[config.mk]
export PLATFORM = sky130hd
export DESIGN_NAME = add7_seq_frontend
export DESIGN_NICKNAME = d
export VERILOG_FILES = /design/src/rtl/add7_seq_frontend.sv
export SDC_FILE = /design/constraint.sdc
export NUM_CORES = 1
export LEC_CHECK = 0
export CELL_PAD_IN_SITES_DETAIL_PLACEMENT = 0
export CELL_PAD_IN_SITES_GLOBAL_PLACEMENT = 1
export CORE_MARGIN = 2
export CORE_UTILIZATION = 38
export CTS_BUF_LIST = sky130_fd_sc_hd__clkbuf_8
export DETAILED_ROUTE_END_ITERATION = 6
export PLACE_DENSITY = 0.89
export SLEW_MARGIN = 15
export SYNTH_ARGS = -nofsm -noshare
export SYNTH_HDL_FRONTEND = slang
export SYNTH_SLANG_ARGS = --single-unit
[constraint.sdc]
create_clock -name clk -period 4.25 [get_ports clk]
set_input_delay 0.425 -clock clk [delete_from_list [all_inputs] [get_ports clk]]
set_output_delay 0.425 -clock clk [all_outputs]
set_load 0.005 [all_outputs]
[src/rtl/add7_seq_frontend.sv]
// Streaming front end for the 7-operand adder core: collects a..g serially, launches the core,
// returns its sum with a range-error flag. Optional macro ADD7_TIMEOUT_EN bounds the wait on w_enable.
module add7_seq_frontend #(
  parameter int NARROW_W = 10,
  parameter int WIDE_W   = 13,
  parameter int TIMEOUT  = 32
) (
  input  logic                clk,
  input  logic                rst_n,
  input  logic                in_valid,
  output logic                in_ready,
  input  logic [WIDE_W-1:0]   in_data,
  output logic [NARROW_W-1:0] init_a,
  output logic [NARROW_W-1:0] init_b,
  output logic [NARROW_W-1:0] init_c,
  output logic [NARROW_W-1:0] init_d,
  output logic [WIDE_W-1:0]   init_e,
  output logic [NARROW_W-1:0] init_f,
  output logic [WIDE_W-1:0]   init_g,
  output logic                r_enable,
  input  logic                w_enable,
  input  logic [WIDE_W-1:0]   result,
  output logic                out_valid,
  input  logic                out_ready,
  output logic [WIDE_W-1:0]   out_data,
  output logic                out_err,
  output logic                busy
);

  typedef enum logic [1:0] {
    ST_COLLECT = 2'd0,
    ST_LAUNCH  = 2'd1,
    ST_WAIT    = 2'd2,
    ST_OUTPUT  = 2'd3
  } state_t;

  state_t              state_r;
  logic [2:0]          cnt_r;
  logic                err_r;
  logic                first_wait_r;
  logic                r_enable_r;
  logic                out_valid_r;
  logic                out_err_r;
  logic [WIDE_W-1:0]   out_data_r;
  logic [NARROW_W-1:0] init_a_r, init_b_r, init_c_r, init_d_r, init_f_r;
  logic [WIDE_W-1:0]   init_e_r, init_g_r;
  logic                narrow_slot_s;
  logic                hi_nz_s;
  logic                done_s;
  logic                tmo_hit_s;

  assign in_ready  = (state_r == ST_COLLECT);
  assign busy      = (state_r != ST_COLLECT);
  assign r_enable  = r_enable_r;
  assign out_valid = out_valid_r;
  assign out_data  = out_data_r;
  assign out_err   = out_err_r;
  assign init_a    = init_a_r;
  assign init_b    = init_b_r;
  assign init_c    = init_c_r;
  assign init_d    = init_d_r;
  assign init_e    = init_e_r;
  assign init_f    = init_f_r;
  assign init_g    = init_g_r;

  // The core's w_enable is still the previous run's level during the first WAIT cycle.
  assign done_s = w_enable & ~first_wait_r;

  // Slot classification and upper-bit range check of the current beat.
  always_comb begin
    hi_nz_s = (in_data[WIDE_W-1:NARROW_W] != '0);
    case (cnt_r)
      3'd4, 3'd6: narrow_slot_s = 1'b0;
      default:    narrow_slot_s = 1'b1;
    endcase
  end

`ifdef ADD7_TIMEOUT_EN
  localparam int TMO_W = $clog2(TIMEOUT) + 1;
  logic [TMO_W-1:0] tmo_r;

  assign tmo_hit_s = (tmo_r == TMO_W'(TIMEOUT - 1));

  // WAIT-cycle counter, zero outside WAIT so it restarts on every WAIT entry.
  always_ff @(posedge clk) begin
    if (!rst_n) begin
      tmo_r <= '0;
    end else if (state_r == ST_WAIT) begin
      tmo_r <= tmo_r + TMO_W'(1);
    end else begin
      tmo_r <= '0;
    end
  end
`else
  logic unused_s;
  assign unused_s  = (TIMEOUT != 32'sd0);
  assign tmo_hit_s = 1'b0;
`endif

  // Sequencer: collect, launch, wait for the core, present the result.
  always_ff @(posedge clk) begin
    if (!rst_n) begin
      state_r      <= ST_COLLECT;
      cnt_r        <= 3'd0;
      err_r        <= 1'b0;
      first_wait_r <= 1'b0;
      r_enable_r   <= 1'b0;
      out_valid_r  <= 1'b0;
      out_err_r    <= 1'b0;
      out_data_r   <= '0;
      init_a_r     <= '0;
      init_b_r     <= '0;
      init_c_r     <= '0;
      init_d_r     <= '0;
      init_e_r     <= '0;
      init_f_r     <= '0;
      init_g_r     <= '0;
    end else begin
      case (state_r)
        ST_COLLECT: begin
          if (in_valid) begin
            case (cnt_r)
              3'd0:    init_a_r <= in_data[NARROW_W-1:0];
              3'd1:    init_b_r <= in_data[NARROW_W-1:0];
              3'd2:    init_c_r <= in_data[NARROW_W-1:0];
              3'd3:    init_d_r <= in_data[NARROW_W-1:0];
              3'd4:    init_e_r <= in_data;
              3'd5:    init_f_r <= in_data[NARROW_W-1:0];
              3'd6:    init_g_r <= in_data;
              default: init_a_r <= init_a_r;
            endcase
            err_r <= err_r | (narrow_slot_s & hi_nz_s);
            if (cnt_r == 3'd6) begin
              cnt_r      <= 3'd0;
              r_enable_r <= 1'b1;
              state_r    <= ST_LAUNCH;
            end else begin
              cnt_r <= cnt_r + 3'd1;
            end
          end
        end
        ST_LAUNCH: begin
          r_enable_r   <= 1'b0;
          first_wait_r <= 1'b1;
          state_r      <= ST_WAIT;
        end
        ST_WAIT: begin
          first_wait_r <= 1'b0;
          if (done_s) begin
            out_data_r  <= result;
            out_err_r   <= err_r;
            out_valid_r <= 1'b1;
            state_r     <= ST_OUTPUT;
          end else if (tmo_hit_s) begin
            out_data_r  <= '0;
            out_err_r   <= 1'b1;
            out_valid_r <= 1'b1;
            state_r     <= ST_OUTPUT;
          end
        end
        ST_OUTPUT: begin
          if (out_ready) begin
            out_valid_r <= 1'b0;
            err_r       <= 1'b0;
            state_r     <= ST_COLLECT;
          end
        end
        default: begin
          state_r <= ST_COLLECT;
          cnt_r   <= 3'd0;
        end
      endcase
    end
  end

endmodule

==> summary.md, run 1 <==
| Metric | Value |
|---|---|
| Status | `completed` |
| Setup crit end kind | `output pin` |
| DIE WIDTH | `105.4 µm` |
| First-pass GRT wire length | `15970 µm` |
| Post-Route WL | `9964 µm` |
| Setup CP Type | `flip-flop to output pin` |
| Cell taking the most area after synthesis | `dfxtp_1` |
| Tmin final | `2.230 ns` |
| Area of the die | `11100 µm²` |
| Largest net degree at the start of global routing | `79` |
| Net Count, Synth | `463` |
| Port Buffers | `124` |
| Lkg Pwr | `1.917 nW` |
| Distinct cells, synth | `33` |
| Mapped cell area | `3904 µm²` |
| CP Cell Sequence | `inv_1 > ha_1 > inv_1 > clkdlybuf4s50_1` |
| Starting Density | `0.3957` |
| Hpwl dp | `6888 µm` |
| R2R Setup Slk | `2.09 ns` |
| DR iter-0 viols | `103` |
| Area Growth Syn to Fin | `38.53%` |
| Vias in the first global route | `3135` |
| Yosys top cell area share | `0.5077` |
| Count leader, synth | `nand2_1` |
| Placed cell areas | `5185 µm²` |
| Worst-path clk slew | `0.10 ns` |
| Mean routed wirelength per cell | `14.83 µm` |
| Pre-antenna DRT Iters | `4` |
| Hold path startpoint | `init_g[3]` |
| Reg2Reg Depth | `6` |
| CP peak stage delay | `0.51 ns` |
| Tot GR Track Use | `0.1823` |
| Via total after detailed routing | `3161` |
| # setup viols final | `0` |
| CP most frequent cell | `inv_1` |
| Vias per cell | `4.704` |
| Worst VDD drop | `209.7 µV` |
| EDFF count, synth | `0` |
| Max Freq | `0.4484 GHz` |
| Fin crit share | `0.5248` |
| Rows | `36` |
| Critical Path AT | `1.81 ns` |
| Final Skew | `0.01556 ns` |
| Avg Cell Area, Syn | `9.164 µm²` |
| Share of cells above drive strength 1 | `0.04082` |
| # IOs | `125` |
| Buf/Inv on CP | `3` |
| Fill cells | `878` |
| Initial antenna violation count | `0` |
| Crit Reg-Reg Endpoint | `init_f[0]` |
| Asr flop ratio synth | `0` |
| Hold path depth | `2` |
| Fin area | `5408 µm²` |
| Dpl cells | `657` |
| Post-CTS Resized | `0` |
| Area contributors post-synth | `dfxtp_1 (51%), nand2_1 (12%), a21boi_0 (9.0%)` |
| Worst r2r src | `state_r[0]` |
| Core Footprint | `9864 µm²` |
| Die height | `105.4 µm` |
| Main synth FF type | `dfxtp_1` |
| Ant. Diodes | `0` |
| Worst slew margin | `0.4157` |
| Power per standard cell area | `327.3 nW/µm²` |
| Clock root cell | `clkbuf_8` |
| CP required | `3.83 ns` |
| Top fanout value on the critical path | `9` |
| Synthesized instance count | `426` |
| Hold-fix buffers, CTS | `0` |
| Hold endpoint | `init_g[3]` |
| Seq/Total Area, Yosys | `0.5077` |
| Clock sinks | `99` |
| Worst slew pin tran | `0.8733 ns` |
| Fin cells | `672` |
| Placer congestion estimate | `0.7539` |
| Worst-Skew Late Latency | `0.36 ns` |
| Slew Limit Fails | `0` |
| Delay-heaviest family, CP | `buffers and inverters` |
| DR DRC count | `0` |
| GRT Residual Overflow | `0` |
| Startpoint Class | `flip-flop` |
| RSZ-0062 raised after global routing | `no` |
| Area of the multi-input gates | `1770 µm²` |
| Max-cap viol count | `0` |
| Synth top cells by count | `nand2_1 (122), dfxtp_1 (99), a21boi_0 (47), mux2i_1 (35), nor2b_1 (26)` |
| Max clock buf depth | `2` |
| Setup Buffers After CTS | `0` |
| Synth warnings | `0` |
| Flops & latches, synth | `99` |
| CTS buffer count | `9` |
| H-tree level count | `3` |
| Worst Hold Class | `flip-flop to flip-flop` |
| Critical Path Stages | `4` |
| Slowest cell on crit path | `clkdlybuf4s50_1` |
| Register area | `1982 µm²` |
| Setup TNS | `0 ns` |
| CTS tree | `done` |
| Layout Nets | `572` |
| Post-route antenna net violation count | `0` |
| Final Hold Violating Endpoints | `0` |
power by group:
group	internal [mW]	switching, mW	total [mW]
Combinational	0.0735	0.0679	0.141
Sequential	0.943	0.0112	0.954
Clock	0.348	0.327	0.675
Total	1.36	0.406	1.77
how the worst max path moves through the flow:
stage	from	endpoint	slack, ns
after global routing	state_r[0]	init_g[1]	1.85
after detailed placement	in_valid	init_f[4]	1.81
after global placement	in_valid	init_e[11]	1.88
after floorplan	state_r[0]	init_e[10]	2.62
after CTS	state_r[0]	busy	2.00
final	state_r[0]	busy	2.02
sequential cells by signal (all words and copies together) (netlist names):
| name | count |
|---|---|
| init_e | 13 |
| init_g | 13 |
| out_data | 13 |
| init_a | 10 |
| init_b | 10 |
| init_c | 10 |
| init_d | 10 |
| init_f | 10 |
| cnt_r | 3 |
| state_r | 2 |
| err_r | 1 |
| first_wait_r | 1 |
| out_err | 1 |
| out_valid | 1 |
| r_enable | 1 |
final cells by class:
class	count	share of cell area
sequential	99	0.3665
tap	133	0.03077
clock buffer	10	0.02545
timing repair buffer	125	0.2300
multi-input combinational	294	0.3274
inverter	6	0.004165
clock inverter	5	0.01573
tightest hold or removal path, delay by kind of cell, from the launching register on:
kind / cells / cell delay (ns)
AOI/OAI and AO/OA: 1 / 0.05
and+or+nand+nor: 1 / 0.05
DFF: 1 / 0.32
routing by layer:
layer / routed length, µm / global-route usage / part of all wire / vias to the layer above
li1: - / - / - / 1607
met1: 4397 / 0.2235 / 0.44 / 1439
met2: 4692 / 0.3092 / 0.47 / 109
met3: 769 / 0.06122 / 0.077 / 6
met4: 104 / 0.04095 / 0.010 / 0
met5: 0 / 0 / 0 / -
logic make-up (layout without fill, tap and decap cells):
group / count (synthesis) / after routing / share of synthesized area
simple gates: 181 / 181 / 0.2141
flops: 99 / 99 / 0.5077
compound gates: 72 / 72 / 0.1305
mux: 35 / 35 / 0.08974
buf+inv: 33 / 146 / 0.03878
fa+ha+maj: 6 / 6 / 0.01923
layout by cell type, fill, tap and decap left out, drive strengths merged, types with 3 or more instances in the layout:
cell type      netlist  routed
clkbuf              15      10
mux2i               35      35
a21boi              49      49
nand3               14      14
o211a                3       3
nor3                 3       3
nand2              123     123
inv                  6       7
ha                   6       6
clkdlybuf4s50        0     123
nor2                 5       5
o21ai               14      14
nor2b               26      26
dfxtp               99      99
stage by stage:
| stage | hold WS [ns] | setup WS, ns | utilization | power [mW] |
|---|---|---|---|---|
| floorplan | 0.4411 | 2.618 | - | 1.036 |
| global placement | 0.4435 | 1.876 | 0.5256 | 1.116 |
| detailed placement | 0.4450 | 1.815 | 0.5256 | 1.118 |
| CTS | 0.4592 | 2.000 | 0.5482 | 1.792 |
| global route | 0.4913 | 1.848 | 0.5482 | 1.837 |
| finish | 0.4573 | 2.020 | 0.5482 | 1.770 |
(Power assumes the default switching activity.)
==> run 2: changes to the inputs <==
--- a/config.mk
+++ b/config.mk
@@ -8,10 +8,10 @@
 export CELL_PAD_IN_SITES_DETAIL_PLACEMENT = 0
 export CELL_PAD_IN_SITES_GLOBAL_PLACEMENT = 1
 export CORE_MARGIN = 2
-export CORE_UTILIZATION = 38
+export CORE_UTILIZATION = 32
 export CTS_BUF_LIST = sky130_fd_sc_hd__clkbuf_8
 export DETAILED_ROUTE_END_ITERATION = 6
-export PLACE_DENSITY = 0.89
+export PLACE_DENSITY = 0.8
 export SLEW_MARGIN = 15
 export SYNTH_ARGS = -nofsm -noshare
 export SYNTH_HDL_FRONTEND = slang
==> constraint.sdc (replaced) <==
create_clock -name clk -period 1.8 [get_ports clk]
set_input_delay 0.18 -clock clk [delete_from_list [all_inputs] [get_ports clk]]
set_output_delay 0.18 -clock clk [all_outputs]
set_load 0.005 [all_outputs]
==> run 2 against run 1 <==
- core utilization down 8.7 points
- clock-buffer cell count rose by 3
- sequential share of layout area decreased by 0.70 points
- flip-flop and latch count unchanged
- wire length grew 7.1%
- first-iteration DRC count unchanged
- clock power rose by 100%
- sequential power increased by 140%
- register-to-register slack lost 1.9 ns
- die area rose by 18%
- hold slack lost 0.089 ns
- design area rose by 2.1%
- critical path type unchanged
- highest routed layer unchanged
==> summary.md, run 2 (synthesized netlist as in run 1, its figures left out) <==
| Metric | Value |
|---|---|
| Status | `completed` |
| Switch Pwr | `0.9316 mW (+130%)` |
| Rows | `40 (+11%)` |
| Pre-CTS setup slack | `0.04398 ns (-1.771 ns)` |
| WHS | `0.3684 ns (-0.08889 ns)` |
| Total power | `3.984 mW (+130%)` |
| Hold path startpoint | `result[11]` |
| Mean routed wirelength per cell | `15.29 µm (+3.1%)` |
| Hpwl dp | `7240 µm (+5.1%)` |
| Area Growth Syn to Fin | `41.41%` |
| Lkg Pwr | `2.000 nW (+4.3%)` |
| Critical Path AT | `1.51 ns (-0.30 ns)` |
| Die height | `114.5 µm (+8.6%)` |
| Vias in the first global route | `3120 (-0.48%)` |
| # IOs | `125 (unchanged)` |
| Worst slew margin | `0.6882 (+0.2725)` |
| Clk pwr share | `0.347 (-0.034)` |
| Register share of total power | `0.565 (+0.026)` |
| Core Footprint | `11960 µm² (+21%)` |
| Clock root cell | `clkbuf_8` |
| Worst slew pin tran | `0.4662 ns (-0.4070 ns)` |
| Share of cells above drive strength 1 | `0.06715 (+0.02633)` |
| Layout Nets | `583 (+1.9%)` |
| GRT Residual Overflow | `0 (unchanged)` |
| First-pass GRT wire length | `16620 µm (+4.1%)` |
| Top fanout value on the critical path | `6 (-3)` |
| DR iter-0 viols | `103 (unchanged)` |
| Hold endpoint | `out_data[11]` |
| Fin cells | `698 (+3.9%)` |
| Starting Density | `0.3264 (-0.06938)` |
| R2R Setup Slk | `0.23 ns (-1.86 ns)` |
| Tot GR Track Use | `0.1677 (-0.01461)` |
| Setup TNS | `0 ns (unchanged)` |
| Setup CP Type | `flip-flop to output pin` |
| Pre-antenna DRT Iters | `4 (unchanged)` |
| Clock sinks | `99 (unchanged)` |
| Gate power share | `0.088 (+0.008)` |
| Dpl cells | `680 (+3.5%)` |
| DIE WIDTH | `114.5 µm (+8.6%)` |
| Max clock buf depth | `2 (unchanged)` |
| Max-cap viol count | `0 (unchanged)` |
| Post-route setup slack | `0.1149 ns (-1.905 ns)` |
| Hold-fix buffers, CTS | `0 (unchanged)` |
| Final Skew | `0.01007 ns (-0.005492 ns)` |
| Largest net degree at the start of global routing | `112 (+42%)` |
| Worst-path clk slew | `0.09 ns (about the same)` |
| H-tree level count | `3 (unchanged)` |
| Final Hold Violating Endpoints | `0 (unchanged)` |
| Fill cells | `1175 (+34%)` |
| DR DRC count | `0 (unchanged)` |
| Power per standard cell area | `721.7 nW/µm² (+120%)` |
| Sw Ratio | `0.2338 (+0.004437)` |
| Setup crit end kind | `output pin` |
| RSZ-0062 raised after global routing | `no` |
| Ant. Diodes | `0 (unchanged)` |
| Internal | `3.052 mW (+120%)` |
| Via total after detailed routing | `3208 (+1.5%)` |
| Worst Hold Class | `input pin to flip-flop` |
| Vias per cell | `4.596 (-2.3%)` |
| Worst-Skew Late Latency | `0.37 ns (about the same)` |
| CP required | `1.62 ns (-2.21 ns)` |
| Placer congestion estimate | `0.7561 (+0.29%)` |
| Crit Reg-Reg Endpoint | `init_b[5]` |
| Tmin final | `1.685 ns` |
| Commonest cells after routing, fill and taps aside | `nand2_1 (122), clkdlybuf4s50_1 (122), dfxtp_1 (97), a21boi_0 (47), mux2i_1 (35)` |
| Post-Route WL | `10670 µm (+7.1%)` |
| # setup viols final | `0 (unchanged)` |
| Hold path depth | `3 (+1)` |
| Area of the die | `13100 µm² (+18%)` |
| Fin crit share | `0.9362` |
| CTS tree | `done` |
| Max Freq | `0.5934 GHz` |
| Slew Limit Fails | `0 (unchanged)` |
| Initial antenna violation count | `0 (unchanged)` |
| Worst VDD drop | `282.3 µV (+35%)` |
| Worst r2r src | `state_r[0]` |
| Post-route antenna net violation count | `0 (unchanged)` |
| Port Buffers | `124 (unchanged)` |
| Startpoint Class | `flip-flop` |
| Reg2Reg Depth | `6 (unchanged)` |
| CTS buffer count | `9 (unchanged)` |
## run 2: worst max path at each step
stage | to | start
final | in_ready | state_r[0]
after global routing | in_ready | state_r[0]
after CTS | busy | state_r[0]
after detailed placement | init_a[6] | in_valid
after global placement | init_a[0] | in_valid
after floorplan | init_e[10] | state_r[0]
## run 2: cell type report
class	instances	area, µm²	share of cell area
clock buffers	13	178.9	0.03241
repair buffers	136	1354	0.2452
well taps	147	183.9	0.03332
inverters	6	22.52	0.004080
clock inverters	3	12.51	0.002267
flip-flops and latches	99	1984	0.3595
multi-input cells	294	1784	0.3232
## run 2: through the flow
step                      cell area [µm²]  utilization
after global routing                 5520       0.4615
after CTS                            5517       0.4612
after detailed placement             5295       0.4427
after global placement               5295       0.4427
final                                5520       0.4615
after floorplan                      3904            -
## run 2: critical path, stage by stage, from the launching register on
cell	delay (ns)
dfxtp_2	0.33
inv_1	0.12
ha_4	0.19
clkdlybuf4s50_1	0.50
## run 2: layer usage
layer,global-route usage,vias up,part of all wire
met5,0,-,0
met4,0.06098,0,0.014
met3,0.04394,13,0.055
met2,0.2698,88,0.46
met1,0.2167,1470,0.47
li1,-,1637,-
## run 2: power by group through the flow
stage          Combinational (mW)  Sequential, mW  Clock, mW
5_1_grt                     0.386            2.26       1.53
3_5_place_dp                0.355            2.30          0
3_3_place_gp                0.350            2.30          0
6_report                    0.352            2.25       1.38
2_1_floorplan               0.149            2.30          0
4_1_cts                     0.359            2.25       1.43
## run 2: what timing repair did
| action | 4_1_cts | 5_1_grt |
|---|---|---|
| pin swaps | 0 | 1 |
| setup endpoints to repair | 2 | 5 |
| hold endpoints to repair | 0 | 0 |
| gates resized for setup | 4 | 3 |
| buffers inserted | 2 | 0 |
